===== config.mk =====
export PLATFORM = sky130hd
export DESIGN_NAME = snoop_responder
export DESIGN_NICKNAME = d
export VERILOG_FILES = /design/src/rtl/l2_bus_pkg.sv /design/src/rtl/snoop_decision.sv /design/src/rtl/snoop_responder.sv
export SDC_FILE = /design/constraint.sdc
export NUM_CORES = 1
export LEC_CHECK = 0
export ABC_AREA = 1
export CAP_MARGIN = 25
export CORE_ASPECT_RATIO = 0.5
export CORE_MARGIN = 4
export CORE_UTILIZATION = 41
export DETAILED_ROUTE_END_ITERATION = 16
export PLACE_DENSITY = 0.84
export SKIP_LAST_GASP = 1
export SYNTH_ARGS = -nofsm -noshare
export SYNTH_HDL_FRONTEND = slang
export SYNTH_SLANG_ARGS = --single-unit

===== constraint.sdc =====
create_clock -name clock -period 2.4 [get_ports clock]
set_clock_uncertainty 0.05 [all_clocks]
set_input_delay 0.24 -clock clock [delete_from_list [all_inputs] [get_ports clock]]
set_output_delay 0.24 -clock clock [all_outputs]
set_load 0.01 [all_outputs]

===== src/rtl/l2_bus_pkg.sv =====
// Shared-bus snoop protocol definitions: opcodes, MESI and snoop result
// encodings and the snoop responder FSM states.
package l2_bus_pkg;

  localparam logic [7:0] OP_READ  = 8'h01;
  localparam logic [7:0] OP_WRITE = 8'h02;
  localparam logic [7:0] OP_INV   = 8'h03;
  localparam logic [7:0] OP_RWIM  = 8'h04;

  typedef enum logic [1:0] {
    MESI_I = 2'd0,
    MESI_S = 2'd1,
    MESI_E = 2'd2,
    MESI_M = 2'd3
  } mesi_e;

  typedef enum logic [1:0] {
    SNP_NOHIT = 2'd0,
    SNP_HIT   = 2'd1,
    SNP_HITM  = 2'd2
  } snp_result_e;

  typedef enum logic [2:0] {
    ST_IDLE,
    ST_LOOKUP,
    ST_RESPOND,
    ST_WRITEBACK,
    ST_UPDATE
  } snp_state_e;

  function automatic logic op_known(input logic [7:0] op);
    return (op == OP_READ) || (op == OP_WRITE) ||
           (op == OP_INV) || (op == OP_RWIM);
  endfunction

endpackage


===== src/rtl/snoop_decision.sv =====
// Combinational snoop decision: (op, hit, MESI state) to
// (result, new state, state change, protocol error).
module snoop_decision
  import l2_bus_pkg::*;
(
  input  logic [7:0] op,
  input  logic       hit,
  input  logic [1:0] state,
  output logic [1:0] result,
  output logic [1:0] new_state,
  output logic       state_change,
  output logic       error
);

  logic valid;
  logic dirty;

  assign valid = hit && (state != MESI_I);
  assign dirty = valid && (state == MESI_M);

  always_comb begin
    result       = SNP_NOHIT;
    new_state    = state;
    state_change = 1'b0;
    error        = 1'b0;
    case (op)
      OP_READ: begin
        if (valid) begin
          result = dirty ? SNP_HITM : SNP_HIT;
          if (state != MESI_S) begin
            new_state    = MESI_S;
            state_change = 1'b1;
          end
        end
      end
      OP_RWIM: begin
        if (valid) begin
          result       = dirty ? SNP_HITM : SNP_HIT;
          new_state    = MESI_I;
          state_change = 1'b1;
        end
      end
      OP_INV: begin
        // Another agent invalidating a line we own exclusively is illegal
        if (valid) begin
          new_state    = MESI_I;
          state_change = 1'b1;
          error        = (state != MESI_S);
        end
      end
      OP_WRITE: error = valid;
      default: ;
    endcase
  end

endmodule


===== src/rtl/snoop_responder.sv =====
// Shared-bus snoop responder: tag lookup, snoop result, writeback, MESI update.
// Define SNOOP_STATS_EN to add saturating hit/hitm/nohit counters.
module snoop_responder
  import l2_bus_pkg::*;
#(
  parameter int ADDR_W   = 32,
  parameter int INDEX_W  = 14,
  parameter int OFFSET_W = 6,
  parameter int WAY_W    = 3,
  localparam int TAG_W   = ADDR_W - INDEX_W - OFFSET_W
) (
  input  logic               clock,
  input  logic               reset,
  input  logic               bus_op_valid,
  input  logic [7:0]         bus_op,
  input  logic [ADDR_W-1:0]  bus_addr,
  input  logic               bus_own,
  output logic               op_ready,
  output logic               lk_req,
  output logic [INDEX_W-1:0] lk_index,
  output logic [TAG_W-1:0]   lk_tag,
  input  logic               lk_ack,
  input  logic               lk_hit,
  input  logic [WAY_W-1:0]   lk_way,
  input  logic [1:0]         lk_state,
  output logic               snoop_valid,
  output logic [1:0]         snoop_result,
  output logic               wb_req,
  output logic [INDEX_W-1:0] wb_index,
  output logic [WAY_W-1:0]   wb_way,
  input  logic               wb_ack,
  output logic               upd_valid,
  output logic [INDEX_W-1:0] upd_index,
  output logic [WAY_W-1:0]   upd_way,
  output logic [1:0]         upd_state,
  output logic               protocol_error
`ifdef SNOOP_STATS_EN
  ,
  output logic [31:0]        stat_hit,
  output logic [31:0]        stat_hitm,
  output logic [31:0]        stat_nohit
`endif
);

  snp_state_e         state_q, state_d;
  logic [INDEX_W-1:0] index_q, index_d;
  logic [TAG_W-1:0]   tag_q, tag_d;
  logic [7:0]         op_q, op_d;
  logic               hit_q, hit_d;
  logic [WAY_W-1:0]   way_q, way_d;
  logic [1:0]         mesi_q, mesi_d;

  logic [1:0] dec_result;
  logic [1:0] dec_state;
  logic       dec_change;
  logic       dec_error;
  logic       accept;
  logic       unused_offset;

  assign unused_offset = ^bus_addr[OFFSET_W-1:0];

  snoop_decision u_decision (
    .op           (op_q),
    .hit          (hit_q),
    .state        (mesi_q),
    .result       (dec_result),
    .new_state    (dec_state),
    .state_change (dec_change),
    .error        (dec_error)
  );

  assign accept = bus_op_valid && !bus_own && op_ready &&
                  op_known(bus_op);

  always_comb begin
    state_d = state_q;
    index_d = index_q;
    tag_d   = tag_q;
    op_d    = op_q;
    hit_d   = hit_q;
    way_d   = way_q;
    mesi_d  = mesi_q;
    unique case (state_q)
      ST_IDLE: begin
        if (accept) begin
          index_d = bus_addr[OFFSET_W +: INDEX_W];
          tag_d   = bus_addr[ADDR_W-1 -: TAG_W];
          op_d    = bus_op;
          state_d = ST_LOOKUP;
        end
      end
      ST_LOOKUP: begin
        if (lk_ack) begin
          hit_d   = lk_hit;
          way_d   = lk_way;
          mesi_d  = lk_state;
          state_d = ST_RESPOND;
        end
      end
      ST_RESPOND: begin
        // Dirty data must reach memory before the line is downgraded
        if (dec_result == SNP_HITM) state_d = ST_WRITEBACK;
        else if (dec_change)        state_d = ST_UPDATE;
        else                        state_d = ST_IDLE;
      end
      ST_WRITEBACK: if (wb_ack) state_d = ST_UPDATE;
      ST_UPDATE:    state_d = ST_IDLE;
      default:      state_d = ST_IDLE;
    endcase
  end

  always_ff @(posedge clock) begin
    if (reset) begin
      state_q <= ST_IDLE;
      index_q <= '0;
      tag_q   <= '0;
      op_q    <= '0;
      hit_q   <= 1'b0;
      way_q   <= '0;
      mesi_q  <= '0;
    end else begin
      state_q <= state_d;
      index_q <= index_d;
      tag_q   <= tag_d;
      op_q    <= op_d;
      hit_q   <= hit_d;
      way_q   <= way_d;
      mesi_q  <= mesi_d;
    end
  end

  assign op_ready       = (state_q == ST_IDLE);
  assign lk_req         = (state_q == ST_LOOKUP);
  assign lk_index       = index_q;
  assign lk_tag         = tag_q;
  assign snoop_valid    = (state_q == ST_RESPOND);
  assign snoop_result   = snoop_valid ? dec_result : SNP_NOHIT;
  assign protocol_error = snoop_valid && dec_error;
  assign wb_req         = (state_q == ST_WRITEBACK);
  assign wb_index       = index_q;
  assign wb_way         = way_q;
  assign upd_valid      = (state_q == ST_UPDATE);
  assign upd_index      = index_q;
  assign upd_way        = way_q;
  assign upd_state      = dec_state;

`ifdef SNOOP_STATS_EN
  logic [31:0] hit_cnt_q, hit_cnt_d;
  logic [31:0] hitm_cnt_q, hitm_cnt_d;
  logic [31:0] nohit_cnt_q, nohit_cnt_d;

  always_comb begin
    hit_cnt_d   = hit_cnt_q;
    hitm_cnt_d  = hitm_cnt_q;
    nohit_cnt_d = nohit_cnt_q;
    if (snoop_valid) begin
      case (snoop_result)
        SNP_HIT:  if (~&hit_cnt_q)   hit_cnt_d   = hit_cnt_q + 32'd1;
        SNP_HITM: if (~&hitm_cnt_q)  hitm_cnt_d  = hitm_cnt_q + 32'd1;
        default:  if (~&nohit_cnt_q) nohit_cnt_d = nohit_cnt_q + 32'd1;
      endcase
    end
  end

  always_ff @(posedge clock) begin
    if (reset) begin
      hit_cnt_q   <= '0;
      hitm_cnt_q  <= '0;
      nohit_cnt_q <= '0;
    end else begin
      hit_cnt_q   <= hit_cnt_d;
      hitm_cnt_q  <= hitm_cnt_d;
      nohit_cnt_q <= nohit_cnt_d;
    end
  end

  assign stat_hit   = hit_cnt_q;
  assign stat_hitm  = hitm_cnt_q;
  assign stat_nohit = nohit_cnt_q;
`endif

endmodule


==> results.toml, run 1 <==
[drt]
drcViolationCount = 0
drtIter0Drc = 93
drt_first_pass_iters = 4
wl_um = 5680
via_count = 2039
avgViaCountPerCell = 4.64
antenna_left = 0
wire_per_inst_um = 12.9

[clock_network]
clkLatencyLatePin_ns = 0.30
cts.hold.buffers_added = 0
clock_path_buffers = 2
path_clk_slew_ns = 0.08
htreeDepth = 2
cts_buffers = 5
cts.sinks = 43
cts_root_buffer = "clkbuf_8"
cts_tree = "done"

[sta]
worstMarginPinSlew_ns = 0.516
finalHoldViolations = 0
fmax_mhz = 454
finalSetupTns_ns = 0
fin_hold_ws_ns = 0.406
setup_violations = 0
fin_crit_ns = 2.20
slew_headroom_pct = 65.6
period_share_pct = 91.9
grt_setup_unrepaired = "false"
slew_violations = 0

[synthesis]
synth.distinct_cells = 29
ys_ff_latch = 43
syn_inst = 289
synth_area_mm2 = 0.00206
yosysSeqAreaShare_pct = 41.7
syn_area_per_cell_um2 = 7.14
syn_nets = 341
yosys_warnings = 0

[global_routing]
gr-usage-all-layers_pct = 18.2
grt_pass1_wl_um = 9140
grt_pass1_vias = 2001
gr-total-overflow = 0
grt_antenna_before_repair = 0
grt_max_degree = 33

[floorplan]
start_util_pct = 44.7
fp.coreArea_mm2 = 0.00462
die_w_um = 108
rows = 17
die_h_um = 58.2
dieArea_mm2 = 0.00630
io_pins = 122

[final_layout]
finalInstanceArea_mm2 = 0.00314
drive_gt1_share_pct = 5.36
ff_latch_area_um2 = 861
layout.nets = 424
areaGrowthSynthToFinish_pct = 52.1
n_antenna_cell = 0
fillers = 386
multiInputGateArea_um2 = 791
postLayoutCoreUtil_pct = 68.0

[setup_path]
start_kind = "flop"
worstSetupPathType = "reg -> out"
critical_path_arrival_ns = 1.91
crit_path_max_fanout = 4
rrSetupSlack_ns = 0.83
cp-end-kind = "output pin"
critical_path_required_ns = 2.11

[placement]
routabilityCongestion = 0.754
dp_hpwl_um = 4480
dpl-instance-area_mm2 = 0.00302
port_buffers = 115

[job]
maxCapViolations = 0

[power_and_ir_drop]
p_total_uw = 1900
peakVddDrop_mv = 0.360
power_leakage_uw = 0.00133
powerDensity_mw_per_mm2 = 607

[min_path]
hp-class = "reg -> reg"

[outcome]
status = "finished, final reports clean"
-- final timing paths --
check | startpoint | end | cells after the start
hold / removal | op_q[6] | op_q[6] | 2
setup reg to reg | state_q[1] | lk_index[5] | 7
setup / recovery | op_q[6] | snoop_result[1] | 8
hold reg to reg | op_q[6] | op_q[6] | 2
-- per-stage QoR --
stage               setup slack (ns)  std cells
floorplan                      0.904        289
global placement               0.442        431
detailed placement             0.392        431
CTS                           0.0529        439
global route                  0.0387        439
finish                         0.195        439
-- area by class of cell --
class / count / area share, %
inverter: 31 / 3.75
timing repair buffer: 117 / 37.2
multi-input combinational: 174 / 25.2
sequential: 43 / 27.4
tap: 66 / 2.63
clock inverter: 2 / 1.12
clock buffer: 6 / 2.63
-- power breakdown --
part	internal (µW)	leakage (µW)	total (µW)	switching [µW]
Combinational	256	0.000921	531	275
Clock	337	0.0000612	585	248
Sequential	750	0.000347	788	37.8
Total	1340	0.00133	1900	560
-- cell families after synthesis --
group / Yosys count / share of synthesized area (%)
AOI/OAI and AO/OA: 49 / 12.4
DFF: 43 / 41.7
buffers and inverters: 72 / 20.1
and+or+nand+nor: 125 / 25.8
-- placed cells by master, fill, tap and decap left out --
master	netlist	final
clkdlybuf4s50_1	0	114
nor2_1	71	70
dfxtp_1	43	43
nand2_1	32	32
inv_1	28	28
o21ai_0	18	18
o21ai_1	14	14
a21oi_1	12	12
nand3_1	12	12
clkbuf_8	0	6
nor2_2	1	2
inv_2	2	2
nor3_1	2	2
clkinv_2	1	2
buf_4	31	2
o22ai_1	1	1
nand3_2	1	1
nor3_4	1	1
and3_1	1	1
nor4_1	1	1
nand4_1	1	1
o31ai_1	1	1
nand3_4	1	1
o21a_1	1	1
a21oi_2	1	1
nand2_2	1	1
a31oi_1	1	1
bufinv_16	0	1
dlymetal6s2s_1	0	1
-- synth_stat cells (all sizes together) --
master / number / area, µm²
clkinv: 1 / 5.00
and3: 1 / 6.26
a21oi: 13 / 68.8
nand2: 33 / 126
a31oi: 1 / 6.26
o21a: 1 / 7.51
o31ai: 1 / 7.51
nor4: 1 / 6.26
inv: 30 / 113
nand3: 14 / 87.6
clkbuf: 3 / 11.3
nor2: 72 / 273
o22ai: 1 / 6.26
nand4: 1 / 6.26
nor3: 3 / 26.3
dfxtp: 43 / 861
o21ai: 32 / 160
buf: 38 / 285
-- flip-flops by register name, summed over array words and instances, names as in the netlist --
register,flops
upd_way,3
state_q,3
hit_q,1
lk_index,14
op_q,8
lk_tag,12
mesi_q,2
-- worst max-delay path, cell delays in order (launching register included) --
cell and delay, ns:
dfxtp_1 0.31, inv_1 0.06, nand2_1 0.07, nor2_1 0.16, nand2_1 0.14, nand2_1 0.13, nand3_1 0.14, inv_1 0.08
clkdlybuf4s50_1 0.53
-- layer usage --
layer	GRT usage [%]	share of wire [%]	routed length (µm)
met1	18.5	38	2140
met2	36.7	57	3230
met3	4.00	3.9	221
met4	7.01	1.6	91
met5	0	0	0
-- what timing repair did --
action	CTS	global route
endpoints found under the setup margin	0	2
gates resized for setup	0	2
setup buffers	0	0
endpoints found under the hold margin	0	0
Note: power is estimated with default switching activity, not from simulation.
==> run 2, diff against run 1 <==
--- a/config.mk
+++ b/config.mk
@@ -8,7 +8,7 @@
 export ABC_AREA = 1
 export CAP_MARGIN = 25
 export CORE_ASPECT_RATIO = 0.5
-export CORE_MARGIN = 4
+export CORE_MARGIN = 2
 export CORE_UTILIZATION = 41
 export DETAILED_ROUTE_END_ITERATION = 16
 export PLACE_DENSITY = 0.84
==> results.toml, run 2 (synthesis gave the netlist of run 1 again) <==
[global_routing]
grt_max_degree = 34
grt_pass1_wl_um = 7800
gr-total-overflow = 0
grt_pass1_vias = 1830
gr-usage-all-layers_pct = 17.4
grt_antenna_before_repair = 0

[drt]
wire_per_inst_um = 11.7
via_count = 2008
met1Wirelength_um = 2120
avgViaCountPerCell = 4.53
antenna_left = 0
drtIter0Drc = 33
drcViolationCount = 0
wl_um = 5170
dr_wl_met3_um = 192
met2_wirelength_um = 2790
drt_first_pass_iters = 4
topRoutingLayerUsed = "met4"

[final_layout]
final_cell_mix = "clkdlybuf4s50_1, nor2_1, dfxtp_1"
drive_gt1_share_pct = 5.36
n_antenna_cell = 0
layout_commonest_cell = "clkdlybuf4s50_1"
layout.nets = 424
largest_reg_flops = 14
areaGrowthSynthToFinish_pct = 50.5
postLayoutCoreUtil_pct = 63.5

[setup_path]
rrSetupSlack_ns = 0.82
reg2regPathDepth = 10
cp-end-kind = "output pin"
start_kind = "flop"
crit_path_max_fanout = 3
rr_startpoint = "state_q[2]"
r2r_end = "state_q[1]"
critical_path_arrival_ns = 1.98
cp-endpoint = "protocol_error"
critical_path_required_ns = 2.11
crit_start = "state_q[2]"
worstSetupPathType = "reg -> out"

[clock_network]
clock_path_buffers = 2
cts_tree = "done"
clkLatencyLatePin_ns = 0.28
cts.hold.buffers_added = 0
htreeDepth = 2
cts_buffers = 5
path_clk_slew_ns = 0.07
cts.sinks = 43
cts_root_buffer = "clkbuf_8"

[floorplan]
die_h_um = 54.2
start_util_pct = 42.2
rows = 18
dieArea_mm2 = 0.00565
fp.coreArea_mm2 = 0.00489
die_w_um = 104
io_pins = 122

[power_and_ir_drop]
powerDensity_mw_per_mm2 = 560
power_leakage_uw = 0.00130
peakVddDrop_mv = 0.343

[sta]
finalHoldViolations = 0
slew_violations = 0
slew_headroom_pct = 74.0
fin_crit_ns = 2.27
setup_violations = 0
worstMarginPinSlew_ns = 0.390
grt_setup_unrepaired = "false"
fmax_mhz = 440
period_share_pct = 94.6
finalSetupTns_ns = 0

[placement]
routabilityCongestion = 0.755
dp_hpwl_um = 4080
port_buffers = 115

[outcome]
status = "finished, final reports clean"

[min_path]
hp-class = "reg -> reg"

[job]
maxCapViolations = 0
-- run 2: cell types whose count changed in the layout (fill, tap and decap cells not counted), sizes merged --
cell,previous run,this run
bufinv,1,0
clkbuf,6,5
clkdlybuf4s50,114,115
clkinv,2,4
dlymetal6s2s,1,0
-- run 2: power by group --
part	internal [µW]	switching [µW]
Sequential	753	35.4
Clock	199	231
Combinational	255	265
Total	1210	531
-- run 2: critical path, cell delays in order, from the launching register on --
cell and delay [ns]:
dfxtp_1 0.34, inv_1 0.10, nand2_1 0.09, nor2_1 0.18, inv_1 0.09, nor2_1 0.14
nand4_1 0.11, o31ai_1 0.09, clkdlybuf4s50_1 0.57
-- run 2: worst min path at each step --
stage | end | startpoint | cells after the start
2_1_floorplan | upd_way[0] | reset | 1
3_3_place_gp | op_q[6] | op_q[6] | 2
3_5_place_dp | op_q[6] | op_q[6] | 2
4_1_cts | op_q[6] | op_q[6] | 2
5_1_grt | op_q[6] | op_q[6] | 2
6_report | op_q[6] | op_q[6] | 2
-- run 2: timing repair --
item / in CTS / in global routing
setup endpoints to repair: 0 / 1
gates resized for setup: 0 / 1
buffers inserted: 0 / 0
-- run 2: stage by stage --
step | hold WS [ns] | instance area (µm²) | worst slack, ns | cells | total power [µW]
final | 0.398 | 3110 | 0.129 | 443 | 1740
after global routing | 0.416 | 3110 | 0.0172 | 443 | 1840
after CTS | 0.399 | 3100 | 0.100 | 443 | 1750
after detailed placement | 0.389 | 3020 | 0.430 | 435 | 1320
after global placement | 0.381 | 3020 | 0.450 | 435 | 1300
after floorplan | 0.259 | 2060 | 0.904 | 289 | 1090
-- run 2: metal layers --
metal  track usage [%]  vias up
li1                  -     1040
met1              17.8      912
met2              36.7       47
met3              3.87        9
met4              5.86        0
met5                 0        -
-- run 2: layout make-up --
type / instances / area (µm²)
Timing Repair Buffer: 117 / 1170
Sequential cell: 43 / 862
Inverter: 31 / 118
Clock buffer: 5 / 68.8
Clock inverter: 3 / 15.0
Fill cell: 421 / 1780
Multi-Input combinational cell: 174 / 788
Tap cell: 70 / 87.6
